==> src/rtl/cpu_pipe_pkg.sv <==
// Shared pipeline-register definitions: NOP encoding and the IF/ID payload layout.
// No logic, so no latency.
// No handshake of its own; used by the IF/ID, ID/EX and EX/MEM stage registers.
package cpu_pipe_pkg;

    localparam int PC_W_DEF    = 64;
    localparam int INSTR_W_DEF = 32;

    // addi x0, x0, 0: architecturally a no-op, shown to decode whenever nothing is valid
    localparam logic [31:0] NOP_ENC = 32'h0000_0013;

    typedef struct packed {
        logic [PC_W_DEF-1:0]    pc;
        logic [INSTR_W_DEF-1:0] instr;
    } if_id_payload_t;

endpackage

==> src/rtl/if_id_stage_reg_if.sv <==
// Fetch->decode link carried through the IF/ID stage register: input side and output side.
// Wires only, no latency.
// Valid/ready on both sides; the stage drives in_ready and out_valid.
interface if_id_stage_reg_if #(
    parameter int ADDR_W  = 64,
    parameter int INSTR_W = 32
);
    logic               in_valid;
    logic [ADDR_W-1:0]  in_pc;
    logic [INSTR_W-1:0] in_instr;
    logic               in_ready;
    logic               out_valid;
    logic [ADDR_W-1:0]  out_pc;
    logic [INSTR_W-1:0] out_instr;
    logic               out_ready;

    // Environment view: fetch drives the input side, decode drives out_ready
    modport master (
        output in_valid, in_pc, in_instr, out_ready,
        input  in_ready, out_valid, out_pc, out_instr
    );

    // Stage-register view
    modport slave (
        input  in_valid, in_pc, in_instr, out_ready,
        output in_ready, out_valid, out_pc, out_instr
    );
endinterface

==> src/rtl/pipe_slot.sv <==
// One valid bit plus payload register with load and clear.
// Load/clear take effect on the next rising edge.
// No handshake; the owner decides when to load or clear (clear wins over load).
module pipe_slot #(
    parameter int W = 8
) (
    input  logic         clk,
    input  logic         reset,
    input  logic         load,
    input  logic         clear,
    input  logic [W-1:0] d,
    output logic         valid,
    output logic [W-1:0] q
);

    // Valid flag: clear has priority so a flush always empties the slot
    always_ff @(posedge clk or negedge reset) begin
        if (!reset)     valid <= 1'b0;
        else if (clear) valid <= 1'b0;
        else if (load)  valid <= 1'b1;
    end

    // Payload only moves on load; stale data is simply ignored while invalid
    always_ff @(posedge clk or negedge reset) begin
        if (!reset)    q <= '0;
        else if (load) q <= d;
    end

endmodule

==> src/rtl/if_id_stage_reg.sv <==
// IF->ID pipeline register with a one-entry skid slot and a bubble counter.
// 1 cycle from input accept to out_valid; full 1/cycle throughput.
// in_ready is !skid_valid straight from a flop; it drops one cycle after a stall captures into skid.
module if_id_stage_reg
    import cpu_pipe_pkg::*;
#(
    parameter int                 ADDR_W    = 64,
    parameter int                 INSTR_W   = 32,
    parameter logic [INSTR_W-1:0] NOP_INSTR = INSTR_W'(NOP_ENC),
    parameter int                 PERF_W    = 16
) (
    input  logic              clk,
    input  logic              reset,
    input  logic              flush,
    if_id_stage_reg_if.slave  bus,
    output logic [PERF_W-1:0] bubble_cnt
);

    typedef struct packed {
        logic [ADDR_W-1:0]  pc;
        logic [INSTR_W-1:0] instr;
    } payload_t;

    payload_t in_d, main_d, main_q, skid_q;
    logic     main_valid, skid_valid;
    logic     main_load, main_clr, main_from_skid;
    logic     skid_load, skid_clr;
    logic     in_fire, out_fire;

    assign in_d     = '{pc: bus.in_pc, instr: bus.in_instr};
    assign in_fire  = bus.in_valid & bus.in_ready;
    assign out_fire = main_valid & bus.out_ready;

    // Slot control: flush first, then the drain/refill/capture cases in priority order
    always_comb begin
        main_load      = 1'b0;
        main_clr       = 1'b0;
        main_from_skid = 1'b0;
        skid_load      = 1'b0;
        skid_clr       = 1'b0;
        if (flush) begin
            main_clr = 1'b1;
            skid_clr = 1'b1;
        end else if (!main_valid) begin
            main_load = in_fire;
        end else if (out_fire && skid_valid) begin
            // skid is older than anything on the input, so it refills main first
            main_load      = 1'b1;
            main_from_skid = 1'b1;
            skid_clr       = 1'b1;
        end else if (out_fire) begin
            main_load = in_fire;
            main_clr  = !in_fire;
        end else if (in_fire) begin
            // decode stalled while fetch delivered: park it in skid
            skid_load = 1'b1;
        end
    end

    assign main_d = main_from_skid ? skid_q : in_d;

    pipe_slot #(.W($bits(payload_t))) u_main (
        .clk   (clk),
        .reset (reset),
        .load  (main_load),
        .clear (main_clr),
        .d     (main_d),
        .valid (main_valid),
        .q     (main_q)
    );

    pipe_slot #(.W($bits(payload_t))) u_skid (
        .clk   (clk),
        .reset (reset),
        .load  (skid_load),
        .clear (skid_clr),
        .d     (in_d),
        .valid (skid_valid),
        .q     (skid_q)
    );

    assign bus.in_ready  = !skid_valid;
    assign bus.out_valid = main_valid;
    assign bus.out_pc    = main_q.pc;
    assign bus.out_instr = main_valid ? main_q.instr : NOP_INSTR;

    // Bubble counter: decode ready but nothing to give it; saturates, survives flush
    always_ff @(posedge clk or negedge reset) begin
        if (!reset)
            bubble_cnt <= '0;
        else if (!main_valid && bus.out_ready && (bubble_cnt != {PERF_W{1'b1}}))
            bubble_cnt <= bubble_cnt + 1'b1;
    end

endmodule
==> src/flat_wrapper.sv <==
// flat-port wrapper written by rule: the top's interface ports become plain ports
module if_id_stage_reg_flat import cpu_pipe_pkg::*;
#(
    parameter int                 ADDR_W    = 64,
    parameter int                 INSTR_W   = 32,
    parameter logic [INSTR_W-1:0] NOP_INSTR = INSTR_W'(NOP_ENC),
    parameter int                 PERF_W    = 16
)
  (clk, reset, flush, bubble_cnt, bus_in_valid, bus_in_pc, bus_in_instr, bus_out_ready, bus_in_ready, bus_out_valid, bus_out_pc, bus_out_instr);
  if_id_stage_reg_if #(.ADDR_W(ADDR_W), .INSTR_W(INSTR_W)) bus_i ();
  input  logic clk;
  input  logic reset;
  input  logic flush;
  output logic [PERF_W-1:0] bubble_cnt;
  input wire logic [$bits(bus_i.in_valid)-1:0] bus_in_valid;
  input wire logic [$bits(bus_i.in_pc)-1:0] bus_in_pc;
  input wire logic [$bits(bus_i.in_instr)-1:0] bus_in_instr;
  input wire logic [$bits(bus_i.out_ready)-1:0] bus_out_ready;
  output wire logic [$bits(bus_i.in_ready)-1:0] bus_in_ready;
  output wire logic [$bits(bus_i.out_valid)-1:0] bus_out_valid;
  output wire logic [$bits(bus_i.out_pc)-1:0] bus_out_pc;
  output wire logic [$bits(bus_i.out_instr)-1:0] bus_out_instr;
  assign bus_i.in_valid = bus_in_valid;
  assign bus_i.in_pc = bus_in_pc;
  assign bus_i.in_instr = bus_in_instr;
  assign bus_i.out_ready = bus_out_ready;
  assign bus_in_ready = bus_i.in_ready;
  assign bus_out_valid = bus_i.out_valid;
  assign bus_out_pc = bus_i.out_pc;
  assign bus_out_instr = bus_i.out_instr;
  if_id_stage_reg #(.ADDR_W(ADDR_W), .INSTR_W(INSTR_W), .NOP_INSTR(NOP_INSTR), .PERF_W(PERF_W)) u_core (.clk(clk), .reset(reset), .flush(flush), .bus(bus_i), .bubble_cnt(bubble_cnt));
endmodule
==> config.mk <==
export PLATFORM = sky130hd
export DESIGN_NAME = if_id_stage_reg_flat
export DESIGN_NICKNAME = d
export VERILOG_FILES = /design/src/rtl/cpu_pipe_pkg.sv /design/src/rtl/if_id_stage_reg_if.sv /design/src/rtl/pipe_slot.sv /design/src/rtl/if_id_stage_reg.sv /design/src/flat_wrapper.sv
export SDC_FILE = /design/constraint.sdc
export NUM_CORES = 1
export LEC_CHECK = 0
export CELL_PAD_IN_SITES_DETAIL_PLACEMENT = 0
export CELL_PAD_IN_SITES_GLOBAL_PLACEMENT = 1
export CORE_MARGIN = 8
export CORE_UTILIZATION = 24
export CTS_CLUSTER_SIZE = 25
export DETAILED_ROUTE_END_ITERATION = 12
export GPL_ROUTABILITY_DRIVEN = 0
export PLACE_DENSITY_LB_ADDON = 0.1
export SYNTH_ARGS = -nofsm -noshare
export SYNTH_HDL_FRONTEND = slang
export SYNTH_HIERARCHICAL = 1
export SYNTH_SLANG_ARGS = --single-unit
==> constraint.sdc <==
create_clock -name clk -period 4.4 [get_ports clk]
set_clock_uncertainty 0.05 [all_clocks]
set_input_delay 0.88 -clock clk [delete_from_list [all_inputs] [get_ports clk]]
set_output_delay 0.88 -clock clk [all_outputs]
set_load 0.05 [all_outputs]
=== Word-level counts from Yosys, hierarchy flattened ===
Cells that the tools add are included.

* Add/subtract/negate cells: 1
* Eq/ne operators: 1
* Multiplexer cells: 23
* Bitwise gates (word level): 2
* Reduce and logical (&&, ||, !) cells: 8

{| class="wikitable"
|+ Operator list
! operator !! count
|-
| $mux W96 || 1
|-
| $mux W32 || 1
|-
| $mux W1 || 21
|-
| $add A16 B1 Y16 const B || 1
|-
| $ne A16 B16 Y1 const B || 1
|-
| $reduce_bool A2 Y1 || 2
|-
| $logic_and A1 B1 Y1 || 3
|-
| $logic_not A1 Y1 || 3
|-
| $and A1 B1 Y1 || 2
|}

* Register bits after elaboration: 210
* Input bits: 101
* Output and inout bits: 114
* Word-level logic and storage cells: 40

=== Logic depth before layout (Yosys ltp) ===
Gate-level depths: netlist of run 1.

* Word-level depth: 9
* Mapped depth: 7
* Gate-level depth less buffers: 5

=== By module ===
The synthesis of run 1 kept the hierarchy.

{| class="wikitable"
|+ By module, submodules not included
! module !! times used !! cells each !! area each (sq um) !! seq. area each (sq um)
|-
| pipe_slot || 2 || 205 || 3713.6 || 2427.3
|-
| if_id_stage_reg || 1 || 227 || 2442.3 || 400.4
|}

=== Worst setup path after synthesis of run 1 ===
Ideal clock, no wire load.

* Path type: flip-flop to output port
* From: reg u_core.u_main.valid
* To: out bus_out_instr[10]
* Arrival time: 1578 ps
* Data required time: 3470 ps
* Setup slack: 1892 ps
* Cell stages (with the launch flop): 4
* Path buffers: 2
* Cell sequence: dfrtp_1 > clkbuf_2 > clkbuf_1 > and2_1

* Cells in the longest elaborated chain, start to end: 1

{| class="wikitable"
|+ Ends and longest elaborated chain
! element !! RTL line !! RTL
|-
| start, declared || pipe_slot.sv:12 || <nowiki>output logic valid,</nowiki>
|-
| start signal, assigned || pipe_slot.sv:18 || <nowiki>if (!reset) valid <= 1'b0;</nowiki>
|-
| start signal, assigned || pipe_slot.sv:19 || <nowiki>else if (clear) valid <= 1'b0;</nowiki>
|-
| start signal, assigned || pipe_slot.sv:20 || <nowiki>else if (load) valid <= 1'b1;</nowiki>
|-
| $mux W32 || if_id_stage_reg.sv:85 || <nowiki>assign bus.out_instr = main_valid ? main_q.instr : NOP_INSTR;</nowiki>
|-
| end, declared || flat_wrapper.sv:22 || <nowiki>output wire logic [$bits(bus_i.out_instr)-1:0] bus_out_instr;</nowiki>
|}

No other way between the ends.

=== Worst setup path after layout of run 1 ===
* From: reg u_core.u_main.valid
* To: out bus_out_instr[27]

Same word-level chain as after synthesis.

==> impl_results.md, run 1 <==
* Outcome: finished clean
* Die width at ~220 um
* Ports at 215
* Fmax at approximately 280 MHz
* Vias in the first global route at between 6k and 7k
* Layout cell share with drive strength beyond 1 at slightly above 40%
* Clock group share of total power at 33.6%
* Row count at 74
* Mapped Cells at 637
* Number of setup violations in the final report at 0
* Max-slew violations at 0
* Topmost layer with routed signal wires: met5
* Core ar. at approximately 41,000 um2
* Mapped Area at 9869 um2
* WS Path Type: reg -> out
* Place WS at 1.337 ns
* Crit-path max FO at 23
* Multi-input gate area at roughly 4300 um2
* Slew headroom at 49.64%
* Starting density of the core at 24.23%
* Max cap viols at 0
* FF-to-FF Start: u_core/u_main/valid
* Reg power frac at 40.2%
* TritonCTS buffer count at 28
* Non-filler instance count after layout at approximately 1.4k
* M1 WL at roughly 11,000 um
* Fin nets at 956
* Worst min path class: in -> async
* Antenna Nets Post-Route at 0
* Worst setup path startpoint: u_core/u_main/valid
* Startpoint Class: flip-flop
* Sequential fraction of the synthesis area at 53.25%
* Static Leak at 0.005788 uW
* Tmin final at 3.520 ns
* TritonCTS clock tree: yes
* EDFF count, synth at 0
* Sequential cell area at around 5300 um2
* Largest net degree at the start of global routing at 98
* Clk slew on worst S/H paths at 0.05 ns
* Routed via count at 5,939
* Vias/cell at 4.230
* First-pass GRT wire length at around 40,000 um
* P_int at 4535 uW
* Top FF cell, synth: dfrtp_1
* Remaining global-route overflow at 0
* Fraction of registers with async set/reset at 100.0%
* Hold-fix buffers, CTS at 0
* Iter 0 DRT Violations at 156
* Sw power at ~2000 uW
* Total track usage at 10.87%
* Postcts setup bufs at 0
* Sw frac at between 30% and 40%
* Crit end category: output port
* Worst endpoint required time at 3.47 ns
* CP endpoint: bus_out_instr[27]
* Area growth syn-to-layout at 36.17%
* Post-DP HPWL at 17,440 um
* Reg2Reg Setup Slack at 1.94 ns
* DR WL met2 at 12,760 um
* Post-cts resize count at 0
* Fill cells at 4,055
* Total of warnings raised by yosys at 6
* Register bit total from synthesis at 210
* FF-to-FF path depth at 4
* PwrDens at around 500 nW/um2
* Clk_lat worst skew at 0.54 ns
* RR Endpoint: u_core/u_skid/q[46]
* Met3 wire len at 1755 um
* DRT Wirelength at 26,240 um
* Cell variety after synth at 39
* Syn Area/Cell at 15.49 um2
* DIE AREA at 47,870 um2
* Final Hold Vio Count at 0
* Clock sinks at 210
* RSZ-0062 raised after global routing: no
* DP Cell Count at 1,356
* Final setup margin at between 0.8 and 0.9 ns
* Clk root buf: clkbuf_16
* Finished Core Util at about 33%
* Die height at 218.8 um
* Fin crit share at 79.99%
* Max IR drop VDD at 296.1 uV
* Post-Syn Nets at 739
* H-tree levels at 1
* DRT Pass-1 Iters at 6
* Routed len/inst at 18.69 um
* Clk buf depth at 3
* Setup TNS at 0 ns
* Initial antenna violation count at 2
* Combinational cell fraction of total power at between 20% and 30%
* Worst Max-Slew Pin Slew at 0.7485 ns
* Post-route DRC at 0
* Power, Total at between 6000 and 7000 uW
* CP arrival at 2.59 ns
* IO Port Bufs at 214
[power by group through the flow]
| stage | registers, uW | clock network [uW] | logic, uW |
|---|---|---|---|
| 6_report | 2630 | 2200 | 1710 |
| 5_1_grt | 2700 | 2390 | 1800 |
| 4_1_cts | 2640 | 2320 | 1740 |
| 3_5_place_dp | 2660 | 0 | 1730 |
| 3_3_place_gp | 2650 | 0 | 1710 |
| 2_1_floorplan | 3070 | 0 | 679 |
[worst max-delay path: stages (launching register included)]
cell and delay (ns):
dfrtp_1 0.69, buf_4 0.34, and2_1 0.19, clkdlybuf4s50_1 0.81
[placed cells by master, fill, tap and decap left out, types with 3 or more instances in the layout]
cell type | Yosys | layout
nor4_1 | 4 | 4
clkbuf_1 | 3 | 4
clkinv_2 | 0 | 6
nor3_1 | 6 | 5
clkdlybuf4s50_1 | 0 | 213
and2_1 | 29 | 29
buf_12 | 0 | 4
clkbuf_8 | 0 | 8
nand2_1 | 5 | 5
nand4_1 | 3 | 3
clkbuf_16 | 0 | 29
nand2b_1 | 4 | 4
dfrtp_1 | 210 | 210
xor2_1 | 10 | 10
buf_4 | 0 | 7
mux2_4 | 99 | 99
nor2_1 | 5 | 5
mux2_2 | 192 | 192
[flip-flops by register name, indices dropped and copies added (netlist names)]
| register | flops |
|---|---|
| u_core/u_main/q | 96 |
| u_core/u_skid/q | 96 |
| u_core/bubble_cnt | 16 |
| u_core/u_main/valid | 1 |
| u_core/u_skid/valid | 1 |
[cell type report]
type,count,area share (%)
sequential,210,39.10
inverter,2,0.05586
clock buffer,40,6.228
antenna,1,0.01862
multi-input combinational,387,32.24
clock inverter,7,0.4469
tap,532,4.953
timing repair buffer,225,16.95
[per-layer routing]
metal	vias up	global-route usage, %
li1	2707	-
met1	3057	13.23
met2	134	18.45
met3	39	3.236
met4	2	3.114
met5	-	0
[through the flow]
stage	cell area (um2)	hold slack, ns
after floorplan	9869	0.4215
final	13440	0.3131
after detailed placement	12540	0.4420
after global placement	12540	0.4340
after global routing	13440	0.3529
after CTS	13440	0.3279
[cell families after synthesis]
| kind of cell | share of synthesized area (%) |
|---|---|
| and+or+nand+nor | 5.058 |
| buffers and inverters | 2.979 |
| adders and majority gates | 0.1268 |
| muxes | 37.07 |
| xor gates and xnor gates | 0.9761 |
| DFF | 53.25 |
| AOI/OAI and AO/OA | 0.5451 |
[cell usage after synthesis, types with 2 or more instances]
| cell type | number | area share (%) |
|---|---|---|
| nor4_1 | 4 | 0.25 |
| clkbuf_1 | 3 | 0.11 |
| xor2_1 | 10 | 0.89 |
| nor2b_1 | 2 | 0.13 |
| nor2_1 | 5 | 0.19 |
| nand3_1 | 2 | 0.10 |
| mux2_2 | 192 | 22 |
| nand4_1 | 3 | 0.19 |
| and2_1 | 29 | 1.8 |
| nand2_1 | 5 | 0.19 |
| mux2_4 | 99 | 15 |
| nand4_2 | 2 | 0.25 |
| nor3_1 | 6 | 0.30 |
| nor4b_2 | 2 | 0.30 |
| inv_1 | 2 | 0.076 |
| o21ba_2 | 2 | 0.20 |
| and3_1 | 3 | 0.19 |
| buf_6 | 16 | 1.8 |
| nand2b_1 | 4 | 0.25 |
| dfrtp_1 | 210 | 53 |
| buf_2 | 18 | 0.91 |
[worst min-delay path by stage]
stage,endpoint,from
2_1_floorplan,u_core/u_main/q[0],u_core/u_main/q[0]
3_3_place_gp,u_core/u_main/q[19],u_core/u_main/q[19]
3_5_place_dp,u_core/u_skid/q[13],u_core/u_skid/q[13]
4_1_cts,u_core/bubble_cnt[12],reset
5_1_grt,u_core/bubble_cnt[12],reset
6_report,u_core/bubble_cnt[9],reset
Power figures use the tool's default switching activity.
==> run 2: changes to the inputs <==
clock period = 3.6 ns   (was 4.4 ns; I/O delays follow)
==> run 2 against run 1 <==
Final cell count rose by 0.28%. Final area decreased by 0.12%. Setup slack worse by 0.38 ns. Utilization is essentially flat. Die area is the same. Combinational power increased by 23%. Register-to-register slack lost 0.76 ns. Largest power group unchanged. Highest routed layer is now met4.
==> impl_results.md, run 2 (synthesis gave the netlist of run 1 again) <==
* Vias/cell at approximately 4.2
* Delay-heaviest family, CP: buffers and inverters
* Most common cell after layout, fill and taps aside: clkdlybuf4s50_1
* Vias in the first global route at 6,769
* Setup TNS at 0 ns
* Total track usage at a little over a tenth
* Static Leak at 0.005778 uW
* Max-slew violations at 0
* Slew headroom at 52.67%
* Clock sinks at 210
* Antenna Nets Post-Route at 0
* Starting density of the core at between 20 and 25%
* Clk root buf: clkbuf_16
* Fill cells at ~4k
* P_int at 5393 uW
* Tmin final at 3.096 ns
* Outcome: finished clean
* Worst Max-Slew Pin Slew at 0.7034 ns
* Met3 wire len at 1544 um
* Max IR drop VDD at 303.3 uV
* Postcts setup bufs at 0
* Largest net degree at the start of global routing at 104
* Routed len/inst at 18.59 um
* Fin crit share at between 80% and 90%
* Post-route DRC at 0
* DRT Pass-1 Iters at 4
* CP arrival at 2.33 ns
* Max stage delay cell, worst path: clkdlybuf4s50_1
* IO Port Bufs at 214
* Layout cell share with drive strength beyond 1 at about two fifths
* Startpoint Class: flip-flop
* M1 WL at 11,490 um
* Crit end category: output port
* Multi-input gate area at between 4000 and 5000 um2
* DR WL met2 at 12,460 um
* Clk_lat worst skew at approximately 0.53 ns
* Remaining global-route overflow at 0
* PwrDens at roughly 600 nW/um2
* Max cap viols at 0
* DRT Wirelength at 26,180 um
* Hold-fix buffers, CTS at 0
* Most frequent cells in the layout: clkdlybuf4s50_1, dfrtp_1, mux2_2
* Number of setup violations in the final report at 0
* CP peak stage delay at ~0.83 ns
* Topmost layer with routed signal wires: met4
* Routed via count at 5,880
* Ports at 215
* Area growth syn-to-layout at 36.00%
* TritonCTS buffer count at 27
* Core ar. at 40,740 um2
* Die height at 218.8 um
* Post-cts resize count at 0
* Clock group share of total power at 32.2%
* H-tree levels at 1
* Buf/Inv on CP at 2
* Combinational cell fraction of total power at roughly 27%
* CP Cell Sequence: buf_4 > and2_1 > clkdlybuf4s50_1
* WS Path Type: reg -> out
* DIE AREA at 47,870 um2
* Sw frac at 31.05%
* Worst min path class: in -> async
* Crit-path max FO at 40
* Final Hold Vio Count at 0
* Initial antenna violation count at 2
* Sw power at 2429 uW
* Fmax at approximately 320 MHz
* Clk buf depth at 3
* First-pass GRT wire length at 41,060 um
* TritonCTS clock tree: yes
* Reg power frac at 40.9%
* Sequential cell area at 5255 um2
* Die width at between 200 and 250 um
* Fin nets at 958
* Top flop regs: u_core/u_main/q (96), u_core/u_skid/q (96), u_core/bubble_cnt (16)
* Worst endpoint required time at between 2 and 3 ns
* Post-DP HPWL at approximately 18,000 um
* RSZ-0062 raised after global routing: no
* Clk slew on worst S/H paths at 0.06 ns
* Row count at 74
* Iter 0 DRT Violations at 142
* Finished Core Util at 32.95%
==> run 2: changes by cell type in the layout (fill, tap and decap cells not counted), sizes merged <==
cell    delta
buf        +3
clkbuf     +1
clkinv     +1
bufinv     -1
==> run 2: metal layers <==
| layer | vias up | global-route usage, % |
|---|---|---|
| li1 | 2711 | - |
| met1 | 2986 | 13.43 |
| met2 | 136 | 18.03 |
| met3 | 47 | 3.070 |
| met4 | 0 | 3.225 |
| met5 | - | 0 |
==> run 2: path summary, 6_finish.rpt <==
check                                      end  cells after the start                 from  slack, ns
max                          bus_out_instr[29]                      3  u_core/u_main/valid       0.50
min                        u_core/u_skid/valid                      1                reset       0.09
max reg2reg                u_core/u_main/q[75]                      6  u_core/u_main/valid       1.18
min reg2reg                u_core/u_skid/q[31]                      1  u_core/u_skid/q[31]       0.45
max in group asynchronous  u_core/u_skid/q[77]                      2                reset       2.42
min in group clk           u_core/u_skid/q[31]                      1  u_core/u_skid/q[31]       0.45
==> run 2: cell type report <==
type / count / share of cell area, %
multi-input cells: 387 / 32.28
repair buffers: 228 / 17.33
well taps: 532 / 4.959
clock buffers: 41 / 5.947
flip-flops and latches: 210 / 39.15
inverters: 2 / 0.05593
clock inverters: 7 / 0.2610
diodes: 1 / 0.01864
==> run 2: per-stage QoR <==
stage / instance area, um2 / total power (uW) / worst slack [ns] / hold WS [ns] / instances
floorplan: 9869 / 4577 / 1.252 / 0.3744 / 637
global placement: 12590 / 5321 / 0.6281 / 0.4324 / 1359
detailed placement: 12590 / 5375 / 0.5803 / 0.4385 / 1359
CTS: 13420 / 8004 / 0.4301 / 0.09423 / 1407
global route: 13420 / 8243 / 0.3644 / 0.1108 / 1407
finish: 13420 / 7822 / 0.5041 / 0.08945 / 1408
==> run 2: power by group through the flow <==
stage | sequential, uW | combinational (uW) | clock [uW]
after detailed placement | 3250 | 2130 | 0
after global placement | 3220 | 2100 | 0
after global routing | 3280 | 2220 | 2750
final | 3200 | 2100 | 2520
after floorplan | 3750 | 829 | 0
after CTS | 3210 | 2140 | 2650
